[src/rtl/trap_pkg.sv]
// Shared types and constants for the machine-mode trap sequencer and its CSR file.
package trap_pkg;

    typedef enum logic [1:0] {
        IDLE     = 2'd0,
        SAVE     = 2'd1,
        REDIRECT = 2'd2,
        RETURN   = 2'd3
    } trap_state_e;

    localparam logic [11:0] CSR_MSTATUS = 12'h300;
    localparam logic [11:0] CSR_MTVEC   = 12'h305;
    localparam logic [11:0] CSR_MEPC    = 12'h341;
    localparam logic [11:0] CSR_MCAUSE  = 12'h342;

    localparam logic [31:0] CAUSE_ILLEGAL = 32'd2;
    localparam logic [31:0] CAUSE_ECALL   = 32'd11;
    localparam logic [31:0] CAUSE_MEXT    = 32'h8000_000B;

    localparam int MIE_BIT  = 3;
    localparam int MPIE_BIT = 7;

    localparam logic [1:0] SYNC_NONE  = 2'd0;
    localparam logic [1:0] SYNC_ECALL = 2'd2;

endpackage

[src/rtl/trap_csr_file.sv]
// Machine CSRs mstatus/mtvec/mepc/mcause with field masking, a software write
// port and the trap-entry / MRET update port driven by the sequencer.
module trap_csr_file
    import trap_pkg::*;
#(
    parameter int               XLEN        = 32,
    parameter logic [XLEN-1:0]  MTVEC_RESET = '0
) (
    input  logic             clk,
    input  logic             rst,
    input  logic             sw_we,
    input  logic [11:0]      addr,
    input  logic [XLEN-1:0]  sw_wdata,
    input  logic             trap_save,
    input  logic [XLEN-1:0]  save_epc,
    input  logic [XLEN-1:0]  save_cause,
    input  logic             trap_return,
    output logic [XLEN-1:0]  rdata,
    output logic [XLEN-1:0]  mtvec,
    output logic [XLEN-1:0]  mepc,
    output logic             mie
);

    localparam logic [XLEN-1:0] ALIGN_MASK = ~XLEN'(3);

    logic            mie_q, mie_d;
    logic            mpie_q, mpie_d;
    logic [XLEN-1:0] mtvec_q, mtvec_d;
    logic [XLEN-1:0] mepc_q, mepc_d;
    logic [XLEN-1:0] mcause_q, mcause_d;

    // Next-value logic; hardware trap/return updates take precedence over software writes.
    always_comb begin
        mie_d    = mie_q;
        mpie_d   = mpie_q;
        mtvec_d  = mtvec_q;
        mepc_d   = mepc_q;
        mcause_d = mcause_q;
        if (trap_save) begin
            mepc_d   = save_epc & ALIGN_MASK;
            mcause_d = save_cause;
            mpie_d   = mie_q;
            mie_d    = 1'b0;
        end else if (trap_return) begin
            mie_d  = mpie_q;
            mpie_d = 1'b1;
        end else if (sw_we) begin
            case (addr)
                CSR_MSTATUS: begin
                    mie_d  = sw_wdata[MIE_BIT];
                    mpie_d = sw_wdata[MPIE_BIT];
                end
                CSR_MTVEC:  mtvec_d  = sw_wdata & ALIGN_MASK;
                CSR_MEPC:   mepc_d   = sw_wdata & ALIGN_MASK;
                CSR_MCAUSE: mcause_d = sw_wdata;
                default:    mcause_d = mcause_q;
            endcase
        end else begin
            mie_d = mie_q;
        end
    end

    // CSR state registers.
    always_ff @(posedge clk or negedge rst) begin
        if (!rst) begin
            mie_q    <= 1'b0;
            mpie_q   <= 1'b0;
            mtvec_q  <= MTVEC_RESET & ALIGN_MASK;
            mepc_q   <= '0;
            mcause_q <= '0;
        end else begin
            mie_q    <= mie_d;
            mpie_q   <= mpie_d;
            mtvec_q  <= mtvec_d;
            mepc_q   <= mepc_d;
            mcause_q <= mcause_d;
        end
    end

    // Combinational read mux; unimplemented mstatus bits and unmapped addresses read zero.
    always_comb begin
        rdata = '0;
        case (addr)
            CSR_MSTATUS: begin
                rdata           = '0;
                rdata[MIE_BIT]  = mie_q;
                rdata[MPIE_BIT] = mpie_q;
            end
            CSR_MTVEC:  rdata = mtvec_q;
            CSR_MEPC:   rdata = mepc_q;
            CSR_MCAUSE: rdata = mcause_q;
            default:    rdata = '0;
        endcase
    end

    assign mtvec = mtvec_q;
    assign mepc  = mepc_q;
    assign mie   = mie_q;

endmodule

[src/rtl/trap_sequencer.sv]
// Machine-mode trap entry / MRET sequencer: detects traps at the execute point,
// stalls while the CSRs are saved, then redirects the PC to mtvec or mepc.
module trap_sequencer
    import trap_pkg::*;
#(
    parameter int               XLEN        = 32,
    parameter logic [XLEN-1:0]  MTVEC_RESET = 32'h0000_0000
) (
    input  logic             clk,
    input  logic             rst,
    input  logic             instr_valid,
    input  logic [XLEN-1:0]  pc_cur,
    input  logic [1:0]       sync_cause,
    input  logic             mret,
    input  logic             ext_int,
    input  logic             csr_we,
    input  logic [11:0]      csr_addr,
    input  logic [XLEN-1:0]  csr_wdata,
    output logic [XLEN-1:0]  csr_rdata,
    output logic             stall,
    output logic             kill,
    output logic             redirect_valid,
    output logic [XLEN-1:0]  redirect_pc
);

    trap_state_e     state_q, state_d;
    logic [XLEN-1:0] epc_q, epc_d;
    logic [XLEN-1:0] cause_q, cause_d;
    logic            redirect_valid_q, redirect_valid_d;
    logic [XLEN-1:0] redirect_pc_q, redirect_pc_d;

    logic            mie_s;
    logic [XLEN-1:0] mtvec_s;
    logic [XLEN-1:0] mepc_s;
    logic            detect_s;
    logic            take_ext_s;
    logic            take_sync_s;
    logic            trap_s;
    logic            mret_go_s;
    logic            sw_we_s;

    // Event qualification at the execute point; only IDLE samples the inputs.
    always_comb begin
        detect_s    = (state_q == IDLE) && instr_valid;
        take_ext_s  = ext_int && mie_s;
        take_sync_s = (sync_cause != SYNC_NONE);
        trap_s      = detect_s && (take_ext_s || take_sync_s);
        mret_go_s   = detect_s && !trap_s && mret;
        sw_we_s     = csr_we && detect_s && !trap_s;
        stall       = trap_s || mret_go_s || (state_q == SAVE);
        kill        = trap_s;
    end

    // Next-state, trap latch and registered redirect computation.
    always_comb begin
        state_d          = state_q;
        epc_d            = epc_q;
        cause_d          = cause_q;
        redirect_valid_d = 1'b0;
        redirect_pc_d    = '0;
        case (state_q)
            IDLE: begin
                if (trap_s) begin
                    state_d = SAVE;
                    epc_d   = pc_cur;
                    if (take_ext_s) begin
                        cause_d = XLEN'(CAUSE_MEXT);
                    end else if (sync_cause == SYNC_ECALL) begin
                        cause_d = XLEN'(CAUSE_ECALL);
                    end else begin
                        cause_d = XLEN'(CAUSE_ILLEGAL);
                    end
                end else if (mret_go_s) begin
                    state_d          = RETURN;
                    redirect_valid_d = 1'b1;
                    redirect_pc_d    = mepc_s;
                end else begin
                    state_d = IDLE;
                end
            end
            SAVE: begin
                state_d          = REDIRECT;
                redirect_valid_d = 1'b1;
                redirect_pc_d    = mtvec_s;
            end
            REDIRECT: state_d = IDLE;
            RETURN:   state_d = IDLE;
            default:  state_d = IDLE;
        endcase
    end

    // Sequencer state and registered redirect outputs.
    always_ff @(posedge clk or negedge rst) begin
        if (!rst) begin
            state_q          <= IDLE;
            epc_q            <= '0;
            cause_q          <= '0;
            redirect_valid_q <= 1'b0;
            redirect_pc_q    <= '0;
        end else begin
            state_q          <= state_d;
            epc_q            <= epc_d;
            cause_q          <= cause_d;
            redirect_valid_q <= redirect_valid_d;
            redirect_pc_q    <= redirect_pc_d;
        end
    end

    assign redirect_valid = redirect_valid_q;
    assign redirect_pc    = redirect_pc_q;

    trap_csr_file #(
        .XLEN        (XLEN),
        .MTVEC_RESET (MTVEC_RESET)
    ) u_csr (
        .clk         (clk),
        .rst         (rst),
        .sw_we       (sw_we_s),
        .addr        (csr_addr),
        .sw_wdata    (csr_wdata),
        .trap_save   (state_q == SAVE),
        .save_epc    (epc_q),
        .save_cause  (cause_q),
        .trap_return (state_q == RETURN),
        .rdata       (csr_rdata),
        .mtvec       (mtvec_s),
        .mepc        (mepc_s),
        .mie         (mie_s)
    );

endmodule

[config.mk]
export PLATFORM = sky130hd
export DESIGN_NAME = trap_sequencer
export DESIGN_NICKNAME = d
export VERILOG_FILES = /design/src/rtl/trap_pkg.sv /design/src/rtl/trap_csr_file.sv /design/src/rtl/trap_sequencer.sv
export SDC_FILE = /design/constraint.sdc
export NUM_CORES = 1
export LEC_CHECK = 0
export CORE_MARGIN = 5
export CORE_UTILIZATION = 50
export CTS_CLUSTER_SIZE = 28
export DETAILED_ROUTE_END_ITERATION = 10
export PLACE_DENSITY_LB_ADDON = 0.05
export SETUP_SLACK_MARGIN = 0.5
export SLEW_MARGIN = 20
export SYNTH_ARGS = -nofsm -noshare
export SYNTH_HDL_FRONTEND = slang
export SYNTH_SLANG_ARGS = --single-unit
[constraint.sdc]
create_clock -name clk -period 6.2 [get_ports clk]
set_clock_uncertainty 0.2 [all_clocks]
set_input_delay 1.55 -clock clk [delete_from_list [all_inputs] [get_ports clk]]
set_output_delay 1.55 -clock clk [all_outputs]
set_load 0.01 [all_outputs]
Yosys cells after proc, flatten, opt, wreduce, memory -nomap -nowiden
Index checks and enable logic that the tools add are counted.

Input port bits: 84. Flip-flop bits (word level): 195. Output and inout port bits: 67. Logic and storage cells: 73.

Bitwise operators: 2. Reductions and logical operators: 24. Mux-type cells: 28. Eq/ne operators: 9.

Operator list (number): two-way mux 32 bit (11); one-hot mux 32 bit (4 select lines) (1); one-hot mux 32 bit (2 select lines) (1); equality test 12 x 10 -> 1 bit (second input constant) (4); two-way mux 1 bit (10); nonzero test 2 bit (4); logical AND 1 bit (7); equality test 2 bit (second input constant) (3); one-hot mux 2 bit (3 select lines) (1); AND reduction 3 bit (2); nonzero test 3 bit (2); two-way mux 2 bit (2); two-way mux 4 bit (1); AND reduction 2 bit (2); AND reduction 4 bit (1); logical OR 1 bit (3); equality test 2 x 1 -> 1 bit (second input constant) (1); logical NOT 2 bit (1); != test 2 x 1 -> 1 bit (second input constant) (1); inverter 1 bit (2); one-hot mux 1 bit (2 select lines) (1); OR reduction 2 bit (1); logical NOT 1 bit (1).

Logic depth before layout (Yosys ltp)
Gate-level depths: netlist (run 1).

Depth after elaboration: 9. Gate-level depth with buffers: 7. Gate-level depth less buffers: 4.

Cells and area by module
From an unflattened synthesis (run 1), not the netlist that was laid out.

Cells, all modules: 725. Area, all modules: 8095.3 sq um.

By module, submodules not included: trap_csr_file (cells each 484, sequential area each 2352.3 sq um, instances 1, area each 5142.4 sq um); trap_sequencer (cells each 241, sequential area each 1751.7 sq um, instances 1, area each 2952.8 sq um).

Worst setup path before layout (run 1)
Ideal clock, no wire load.

Kind: in2out. From: input csr_addr[0]. To: output csr_rdata[3]. Slack: 1.391 ns. Buffers on the path: 1. Data required time: 4.450 ns. Arrival time: 3.059 ns. Stages on the path: 5. Cell sequence: or4b_1 -> nor2_1 -> clkbuf_1 -> a22oi_1 -> o21ai_0.

Longest elaborated chain between the ends: 2. Elaborated cells between the ends (all ways): 5. Classes of those cells: 4 x eq/ne; 1 x mux.

RTL lines: from (decl) (line trap_sequencer.sv:17) `input logic [11:0] csr_addr,`; equality test 12 x 10 -> 1 bit (line trap_csr_file.sv:83) `case (addr)`; one-hot mux 32 bit (4 select lines) (*) (line trap_csr_file.sv:83); to (decl) (line trap_sequencer.sv:19) `output logic [XLEN-1:0] csr_rdata,`.

Mark *: on every way between the ends. The rest lies on a longest branch, timed or not.

Final worst setup path (run 1)
Same ends and word-level chain as after synthesis.

==> impl_metrics.tcl, run 1 <==
set metrics [dict create \
    status "finished, final reports clean" \
    antenna_found_initial 0 \
    gp_congestion 0.862 \
    die_y_um 129 \
    drc 0 \
    drt.antenna.violating_nets 0 \
    p_per_area_nw_per_um2 313 \
    reg2reg_depth 5 \
    min_delay_path_depth 1 \
    path_clk_slew_ns 0.06 \
    dr.pass1.iters 8 \
    vias 6010 \
    p_sw_share_pct 27.1 \
    fin_ws_ns 0.546 \
    path_class "input port to primary output" \
    hold_end "cause_q[1]$_DFFE_PN0P_" \
    clkPwrFrac_pct 36.7 \
    area_growth_pct 32.4 \
    avgSynthCellArea_um2 10.9 \
    wl_um 20600 \
    fin_util_pct 67.6 \
    cts_hold_buf 0 \
    syn-cell-area_um2 7080 \
    yosysTopAreaCellShare_pct 56.5 \
    ctsHtreeMaxLevel 4 \
    arrival_ns 3.90 \
    yosys.cell_types.count 39 \
    yosys_warnings 0 \
    rsz0062_at_grt "yes" \
    clock.fmax_mhz 177 \
    irDropWorstVdd_mv 0.244 \
    wl_per_cell_um 21.4 \
    synthTopCellsByArea "dfrtp_1 (57%), mux2_1 (4.8%), mux2_2 (4.8%), o21ai_0 (4.7%), a21oi_1 (4.5%)" \
    cts_made_buffers 17 \
    clock_latency_ns 0.43 \
    chipWidth_um 129 \
    power_frac_seq_pct 47.2 \
    netlist_instances 648 \
    vias_per_cell 6.26 \
    start_util_pct 51.0 \
    core_area_um2 13900 \
    cp_max_fo 16 \
    cp-start-kind "input port" \
    synth-simple-area-share_pct 7.45 \
    setup_viol_count_final 0 \
    fin_setup_tns_ns 0 \
    grt_pass1_vias 6206 \
    p_leak_nw 4.12 \
    place_ws_ns 0.352 \
    drive_gt1_share_pct 12.8 \
    port_buffers 146 \
    layout.nets 852 \
    slew_viol_final 0 \
    grt_overflow 0 \
    first_iter_violations 819 \
    diodes 0 \
    cts-root-buf "clkbuf_16" \
    min_period_ns 5.65 \
    synth_top_family_by_area "compound AO/OA/AOI/OAI gates" \
    track_usage_pct 25.1 \
    final-hold-violation-count 0 \
    share_comb_of_total_power_pct 16.1 \
    r2r-start "u_csr.mie$_DFFE_PN0P_" \
    crit_required_ns 4.45 \
    synthAdderAreaFrac_pct 0 \
    synth.area.mux_share_pct 9.54 \
    ys_seq_area_share_pct 56.5 \
    cts_tree "done" \
    cts_buffer_depth 2 \
    std_cell_rows 43 \
    power.internal_w 0.00214 \
    tightest_slew_ns 1.03 \
    timing.rr.end "u_csr.mtvec[2]$_DFFE_PN0P_" \
    grt_pass1_wl_um 32500 \
    grt_start_max_net_pins 115 \
    p_sw_w 0.000795 \
    synth_area_leader_cell "dfrtp_1" \
    reg2reg_slack_ns 2.96 \
    die-area_um2 16600 \
    endpoint_kind "primary output" \
    dp_hpwl_um 12500 \
    maxSlewHeadroom_pct 31.4 \
    hold_class "flip-flop to flip-flop" \
    min_from "cause_q[1]$_DFFE_PN0P_" \
    synthXorXnorAreaFrac_pct 0 \
    max-cap-violations 0 \
    min_period_over_period_pct 91.2 \
    num_io_pins 151 \
    ys_seq_elements 160 \
    synth_compound_area_share_pct 21.1 \
    cts_sinks 160 \
]
## cell usage in the layout, fill, tap and decap left out, types with 2 or more instances in the layout
cell type	synthesis	layout
clkinv_2	0	3
nand3_1	28	28
a22oi_1	4	4
a31oi_1	35	35
dfrtp_1	160	160
o21ai_0	67	67
bufinv_16	0	3
nand2b_1	3	2
clkbuf_8	0	4
a21oi_1	63	63
nand2_1	2	2
or2_2	7	7
clkinvlp_4	0	4
mux2_2	30	30
a211oi_1	2	2
buf_6	3	6
clkdlybuf4s50_1	0	145
nand4bb_1	2	2
a22o_1	30	30
inv_1	30	30
and2_1	2	2
nor2_1	41	38
conb_1	1	2
nor2_4	0	3
nor3b_1	2	2
a222oi_1	28	28
nor4_4	0	4
clkbuf_16	0	17
buf_4	2	10
mux2_1	30	30
## metrics by stage
| step | std cells | hold WS [ns] | total power, W | instance area [um2] |
|---|---|---|---|---|
| global placement | 928 | 0.257 | 0.00184 | 8700 |
| floorplan | 649 | 0.240 | 0.00166 | 7090 |
| CTS | 960 | 0.277 | 0.00294 | 9340 |
| global route | 960 | 0.320 | 0.00307 | 9380 |
| finish | 960 | 0.279 | 0.00294 | 9380 |
| detailed placement | 928 | 0.256 | 0.00187 | 8700 |
## sequential cells by signal, summed over array words and instances, names as in the netlist
| register | flops |
|---|---|
| u_csr.mcause_q | 32 |
| u_csr.mepc | 30 |
| cause_q | 3 |
| redirect_valid | 1 |
| u_csr.mtvec | 30 |
| redirect_pc | 30 |
| u_csr.mpie_q | 1 |
| state_q | 2 |
| u_csr.mie | 1 |
| epc_q | 30 |
## routing by layer
layer | GRT usage, % | share of wire, %
met1 | 33.0 | 41
met2 | 40.5 | 49
met3 | 5.89 | 7.9
met4 | 9.76 | 2.3
met5 | 0 | 0
## Yosys cell counts (all sizes together)
cell,instances
dfrtp,160
o21ai,67
a21oi,63
mux2,60
clkbuf,55
nor2,41
a31oi,35
a22o,30
inv,30
a222oi,28
nand3,28
buf,8
or2,7
a22oi,4
nor4,4
nand2b,3
a211oi,2
and2,2
nand2,2
nand4bb,2
nor3,2
nor3b,2
or3b,2
or4,2
a211o,1
a21boi,1
a41oi,1
and3,1
conb,1
nor2b,1
o2bb2ai,1
or3,1
or4b,1
## cell families (layout without fill, tap and decap cells)
group / after synthesis / in the layout
AND/OR/NAND/NOR: 101 / 101
other: 1 / 2
buffers and inverters: 93 / 224
flip-flops: 160 / 160
multiplexers: 60 / 60
AO/OA/AOI/OAI: 233 / 233
## repair_timing
| item | 4_1_cts | 5_1_grt |
|---|---|---|
| setup endpoints to repair | 30 | 32 |
| resized for setup | 5 | 7 |
| gates cloned | 0 | 0 |
| pin swaps | 1 | 0 |
| buffers inserted | 1 | 0 |
## worst max-delay path: stages
cell and delay, ns:
clkdlybuf4s50_1 0.50, or3b_4 0.47, nor4_4 0.31, buf_6 0.25, a22oi_1 0.12, o21ai_0 0.12
clkdlybuf4s50_1 0.58
## final cells by class
class,instances,area (um2)
flip-flops and latches,160,4000
inverters,30,113
well taps,180,225
multi-input cells,396,2800
clock buffers,21,470
fillers,1046,4500
repair buffers,163,1630
clock inverters,10,135
## how the worst max path moves through the flow
| stage | start | end | slack, ns | cells after the start |
|---|---|---|---|---|
| global route | csr_addr[1] | csr_rdata[7] | 0.44 | 6 |
| global placement | csr_addr[1] | csr_rdata[3] | 0.45 | 7 |
| floorplan | csr_addr[0] | csr_rdata[3] | 1.39 | 5 |
| finish | csr_addr[0] | csr_rdata[3] | 0.55 | 7 |
| detailed placement | csr_addr[0] | csr_rdata[3] | 0.35 | 7 |
| CTS | csr_addr[3] | csr_rdata[30] | 0.51 | 7 |
## power by group through the flow
| stage | clock network, W | registers, W | logic, W |
|---|---|---|---|
| after floorplan | 0 | 0.00136 | 0.000295 |
| after global placement | 0 | 0.00139 | 0.000451 |
| after detailed placement | 0 | 0.00140 | 0.000471 |
| after CTS | 0.00108 | 0.00138 | 0.000473 |
| after global routing | 0.00113 | 0.00141 | 0.000528 |
| final | 0.00108 | 0.00139 | 0.000473 |
No activity file was read; power rests on OpenSTA's default activity.
==> inputs of run 2 (changes only) <==
--- a/config.mk
+++ b/config.mk
@@ -7,6 +7,7 @@
 export LEC_CHECK = 0
 export CORE_MARGIN = 5
 export CORE_UTILIZATION = 50
+export CTS_BUF_LIST = sky130_fd_sc_hd__clkbuf_8 sky130_fd_sc_hd__clkbuf_16
 export CTS_CLUSTER_SIZE = 28
 export DETAILED_ROUTE_END_ITERATION = 10
 export PLACE_DENSITY_LB_ADDON = 0.05
==> run 2 against run 1 <==
  * Die area is the same
  * Sequential power is essentially flat
  * Critical path depth is the same
  * Final area is the same
  * First-iteration DRC count is the same
  * Via count is essentially flat
  * Largest cell class unchanged
==> impl_metrics.tcl, run 2 (same netlist as run 1, synthesis figures left out) <==
set metrics [dict create \
    fillers 1046 \
    wl_um 20600 \
    gp_congestion 0.862 \
    drc 0 \
    dpl_cell_area_um2 8700 \
    antenna_found_initial 0 \
    crit_required_ns 4.45 \
    first_iter_violations 819 \
    crit_top_cell "clkdlybuf4s50_1" \
    timing.rr.end "u_csr.mtvec[2]$_DFFE_PN0P_" \
    clock.fmax_mhz 177 \
    p_per_area_nw_per_um2 313 \
    layout_commonest_cell "dfrtp_1" \
    num_io_pins 151 \
    layout_common_cells "dfrtp_1 (160), clkdlybuf4s50_1 (145), o21ai_0 (67)" \
    fin_util_pct 67.6 \
    diodes 0 \
    rsz0062_at_grt "yes" \
    layout.nets 852 \
    cp-start-kind "input port" \
    drive_gt1_share_pct 12.8 \
    cts_tree "done" \
    std_cell_rows 43 \
    total_power_w 0.00293 \
    path_clk_slew_ns 0.06 \
    p_leak_nw 4.12 \
    vias 6012 \
    clock_latency_ns 0.43 \
    grt_pass1_wl_um 32500 \
    place_ws_ns 0.352 \
    hold_end "cause_q[1]$_DFFE_PN0P_" \
    stdcell_area_um2 9380 \
    fin_ws_ns 0.539 \
    endpoint_kind "primary output" \
    drt.antenna.violating_nets 0 \
    reg2reg_depth 5 \
    irDropWorstVdd_mv 0.244 \
    port_buffers 146 \
    maxSlewHeadroom_pct 31.2 \
    dr.pass1.iters 6 \
    cts-root-buf "clkbuf_16" \
    dp_hpwl_um 12500 \
    track_usage_pct 25.1 \
    slowest_stage "clkdlybuf4s50_1" \
    slew_viol_final 0 \
    fin_setup_tns_ns 0 \
    top_register "u_csr.mcause_q" \
    core_area_um2 13900 \
    cts_sinks 160 \
    status "finished, final reports clean" \
    ctsHtreeMaxLevel 4 \
    setup_viol_count_final 0 \
    final-hold-violation-count 0 \
    slowest_delay_ns 0.59 \
    start_util_pct 51.0 \
    max-cap-violations 0 \
    die_y_um 129 \
    grt_start_max_net_pins 115 \
    vias_per_cell 6.26 \
    r2r-start "u_csr.mie$_DFFE_PN0P_" \
    area_growth_pct 32.4 \
    cts_buffer_depth 2 \
    hold_class "flip-flop to flip-flop" \
    cp_max_fo 16 \
    chipWidth_um 129 \
    largest_reg_flops 32 \
    reg2reg_slack_ns 2.97 \
    path_class "input port to primary output" \
    crit_chain "clkdlybuf4s50_1 -> or3b_4 -> nor4_4 -> buf_6 -> a22oi_1 -> o21ai_0 -> clkdlybuf4s50_1" \
    tightest_slew_ns 1.03 \
    die-area_um2 16600 \
    cts_hold_buf 0 \
    grt_pass1_vias 6206 \
    arrival_ns 3.91 \
    min_period_over_period_pct 91.3 \
    min_delay_path_depth 1 \
    grt_overflow 0 \
    cts_made_buffers 17 \
    wl_per_cell_um 21.4 \
    min_period_ns 5.66 \
    min_from "cause_q[1]$_DFFE_PN0P_" \
]
run 2: cell count changes in the layout (fill, tap and decap cells not counted):
cell / delta
clkbuf_1: -1
inv_1: +1
run 2: repair_timing:
action,in CTS,in global routing
gates resized for setup,5,7
hold endpoints to repair,0,0
endpoints found under the setup margin,30,32
buffers inserted,1,0
pin swaps,1,0
run 2: metrics by stage:
| step | std cells | hold WS, ns |
|---|---|---|
| after global routing | 960 | 0.320 |
| after detailed placement | 928 | 0.256 |
| after global placement | 928 | 0.257 |
| after CTS | 960 | 0.277 |
| after floorplan | 649 | 0.240 |
| final | 960 | 0.279 |
run 2: layer usage:
metal	share of wire, %	global-route usage (%)	wire length, um	vias up
li1	-	-	-	2622
met1	41	33.0	8430	3040
met2	49	40.5	10100	301
met3	7.7	5.89	1600	49
met4	2.4	9.76	487	0
met5	0	0	0	-
run 2: worst max-delay path by stage:
stage | cells past startpoint | start | slack (ns) | endpoint
floorplan | 5 | csr_addr[0] | 1.39 | csr_rdata[3]
global placement | 7 | csr_addr[1] | 0.45 | csr_rdata[3]
detailed placement | 7 | csr_addr[0] | 0.35 | csr_rdata[3]
CTS | 7 | csr_addr[3] | 0.51 | csr_rdata[30]
global route | 6 | csr_addr[1] | 0.44 | csr_rdata[7]
finish | 7 | csr_addr[0] | 0.54 | csr_rdata[3]
run 2: power by group:
| part | internal (W) | leakage, nW | switching [W] |
|---|---|---|---|
| clock network | 0.000659 | 0.291 | 0.000416 |
| registers | 0.00125 | 2.05 | 0.000137 |
| logic | 0.000231 | 1.79 | 0.000243 |
run 2: cell type report:
class,count,area [um2],share of cell area [%]
multi-input combinational,396,2800,29.9
clock buffer,20,467,4.98
sequential,160,4000,42.7
clock inverter,11,139,1.48
timing repair buffer,163,1630,17.4
inverter,30,113,1.20
tap,180,225,2.40
run 2: worst max-delay path: cells and delay by family:
family	cells	cell delay, ns
buffers and inverters	3	1.33
AND/OR/NAND/NOR	2	0.78
AO/OA/AOI/OAI	2	0.25
==> inputs of run 3 (changes only) <==
--- a/config.mk
+++ b/config.mk
@@ -11,6 +11,7 @@
 export CTS_CLUSTER_SIZE = 28
 export DETAILED_ROUTE_END_ITERATION = 10
 export PLACE_DENSITY_LB_ADDON = 0.05
+export REMOVE_ABC_BUFFERS = 1
 export SETUP_SLACK_MARGIN = 0.5
 export SLEW_MARGIN = 20
 export SYNTH_ARGS = -nofsm -noshare
==> run 3 against run 2 <==
  * Final area shrank 0.15%
  * Utilization shrank 0.099 points
  * Via count grew 0.22%
  * First-iteration DRC count shrank 27%
  * Clock power is essentially flat
  * Flip-flop and latch count is the same
  * Die area is the same
  * Critical endpoint unchanged
  * Largest power group unchanged
  * Highest routed layer is now met5
==> impl_metrics.tcl, run 3 (same netlist as run 1, synthesis figures left out) <==
set metrics [dict create \
    layout.nets 849 \
    cts_hold_buf 0 \
    clkPwrFrac_pct 36.2 \
    cp_top_family "buffers and inverters" \
    status "finished, final reports clean" \
    share_comb_of_total_power_pct 16.4 \
    chipWidth_um 129 \
    rsz0062_at_grt "no" \
    max-cap-violations 0 \
    p_sw_w 0.000769 \
    p_sw_share_pct 26.4 \
    layout_commonest_cell "dfrtp_1" \
    drt.antenna.violating_nets 0 \
    port_buffers 146 \
    dr.pass1.iters 6 \
    area_growth_pct 32.2 \
    core_area_um2 13900 \
    cp-start-kind "input port" \
    path_buf_inv 3 \
    wl_per_cell_um 21.7 \
    hold_class "flip-flop to flip-flop" \
    std_cell_rows 43 \
    power_frac_seq_pct 47.5 \
    min_period_over_period_pct 90.1 \
    stdcell_count 956 \
    track_usage_pct 25.3 \
    min_period_ns 5.59 \
    cts_made_buffers 17 \
    fin_setup_tns_ns 0 \
    cts_buffer_depth 2 \
    arrival_ns 3.84 \
    drc 0 \
    slew_viol_final 0 \
    first_iter_violations 596 \
    die-area_um2 16600 \
    irDropWorstVdd_mv 0.283 \
    grt_start_max_net_pins 95 \
    numPlacedInstances 925 \
    gp_congestion 0.825 \
    cts_tree "done" \
    drive_gt1_share_pct 12.5 \
    start_util_pct 51.0 \
    crit_chain "clkdlybuf4s50_1 -> or3b_4 -> nor4_4 -> buf_6 -> a22oi_1 -> o21ai_0 -> clkdlybuf4s50_1" \
    cp_max_fo 13 \
    tightest_slew_ns 1.06 \
    setup_viol_count_final 0 \
    maxSlewHeadroom_pct 29.6 \
    endpoint_kind "primary output" \
    top_register "u_csr.mcause_q" \
    place_ws_ns 0.423 \
    grt_overflow 0 \
    wl_um 20700 \
    slowest_delay_ns 0.58 \
    vias_per_cell 6.30 \
    stdcell_area_um2 9360 \
    dpl_cell_area_um2 8690 \
    crit_required_ns 4.45 \
    largest_reg_flops 32 \
    path_clk_slew_ns 0.05 \
    power.internal_w 0.00214 \
    cts_sinks 160 \
    p_per_area_nw_per_um2 311 \
    grt_pass1_wl_um 32700 \
    clock.fmax_mhz 179 \
    clock_latency_ns 0.42 \
    crit_top_cell "clkdlybuf4s50_1" \
    ctsHtreeMaxLevel 4 \
    diodes 0 \
    slowest_stage "clkdlybuf4s50_1" \
    final-hold-violation-count 0 \
    p_leak_nw 4.12 \
    layout_common_cells "dfrtp_1 (160), clkdlybuf4s50_1 (145), o21ai_0 (67)" \
    total_power_w 0.00291 \
    grt_pass1_vias 6189 \
    vias 6025 \
    die_y_um 129 \
    fin_ws_ns 0.612 \
    antenna_found_initial 1 \
    num_io_pins 151 \
    cts-root-buf "clkbuf_16" \
    path_class "input port to primary output" \
    dp_hpwl_um 11800 \
]
==> run 3: changes by cell type in the layout (fill, tap and decap cells not counted), sizes merged <==
cell and change:
clkbuf +3, clkinvlp -3, buf -2, clkinv -2, bufinv -1, inv +1
==> run 3: what timing repair did <==
item	4_1_cts	5_1_grt
endpoints found under the setup margin	28	20
setup buffers	0	1
gates resized for setup	7	3
pin swaps	0	1
==> run 3: per-layer routing <==
metal	wire length [um]	up-vias	share of wire (%)	GRT usage (%)
met1	8150	3045	39	31.2
li1	-	2618	-	-
met2	10400	313	50	42.7
met3	1710	47	8.2	6.43
met4	427	2	2.1	10.1
met5	7	-	0.034	0
==> run 3: final cells by class <==
cell class | count | area (um2)
clock inverter | 6 | 80.1
timing repair buffer | 160 | 1600
tap | 180 | 225
multi-input combinational | 396 | 2820
sequential | 160 | 4000
fill | 1049 | 4520
clock buffer | 24 | 522
inverter | 30 | 113
==> run 3: final timing paths <==
path                                   startpoint                     endpoint  slack (ns)  cells after the start
hold reg to reg            cause_q[1]$_DFFE_PN0P_       cause_q[1]$_DFFE_PN0P_        0.27                      1
setup / recovery                      csr_addr[0]                 csr_rdata[3]        0.61                      7
min in group asynchronous                     rst   u_csr.mtvec[8]$_DFFE_PN0P_        0.88                      1
max in group asynchronous                     rst   u_csr.mepc[21]$_DFFE_PN0P_        3.81                      2
hold / removal             cause_q[1]$_DFFE_PN0P_       cause_q[1]$_DFFE_PN0P_        0.27                      1
setup reg to reg            u_csr.mie$_DFFE_PN0P_  u_csr.mtvec[10]$_DFFE_PN0P_        2.95                      6
==> run 3: through the flow <==
stage               hold WS, ns  util [%]
floorplan                 0.240         -
global placement          0.253      62.6
detailed placement        0.255      62.6
CTS                       0.272      67.2
global route              0.313      67.5
finish                    0.270      67.5
==> run 3: worst reg2reg max path: cells and delay by family (launching register included) <==
family	cells	cell delay, ns
buffers and inverters	2	0.82
multiplexers	1	0.40
flip-flops	1	0.43
AND/OR/NAND/NOR	2	0.89
AO/OA/AOI/OAI	1	0.38
==> run 3: power groups by stage <==
stage	combinational (W)	clock, W	sequential (W)
2_1_floorplan	0.000291	0	0.00136
3_3_place_gp	0.000451	0	0.00138
3_5_place_dp	0.000472	0	0.00140
4_1_cts	0.000477	0.00106	0.00138
5_1_grt	0.000531	0.00111	0.00141
6_report	0.000476	0.00105	0.00138
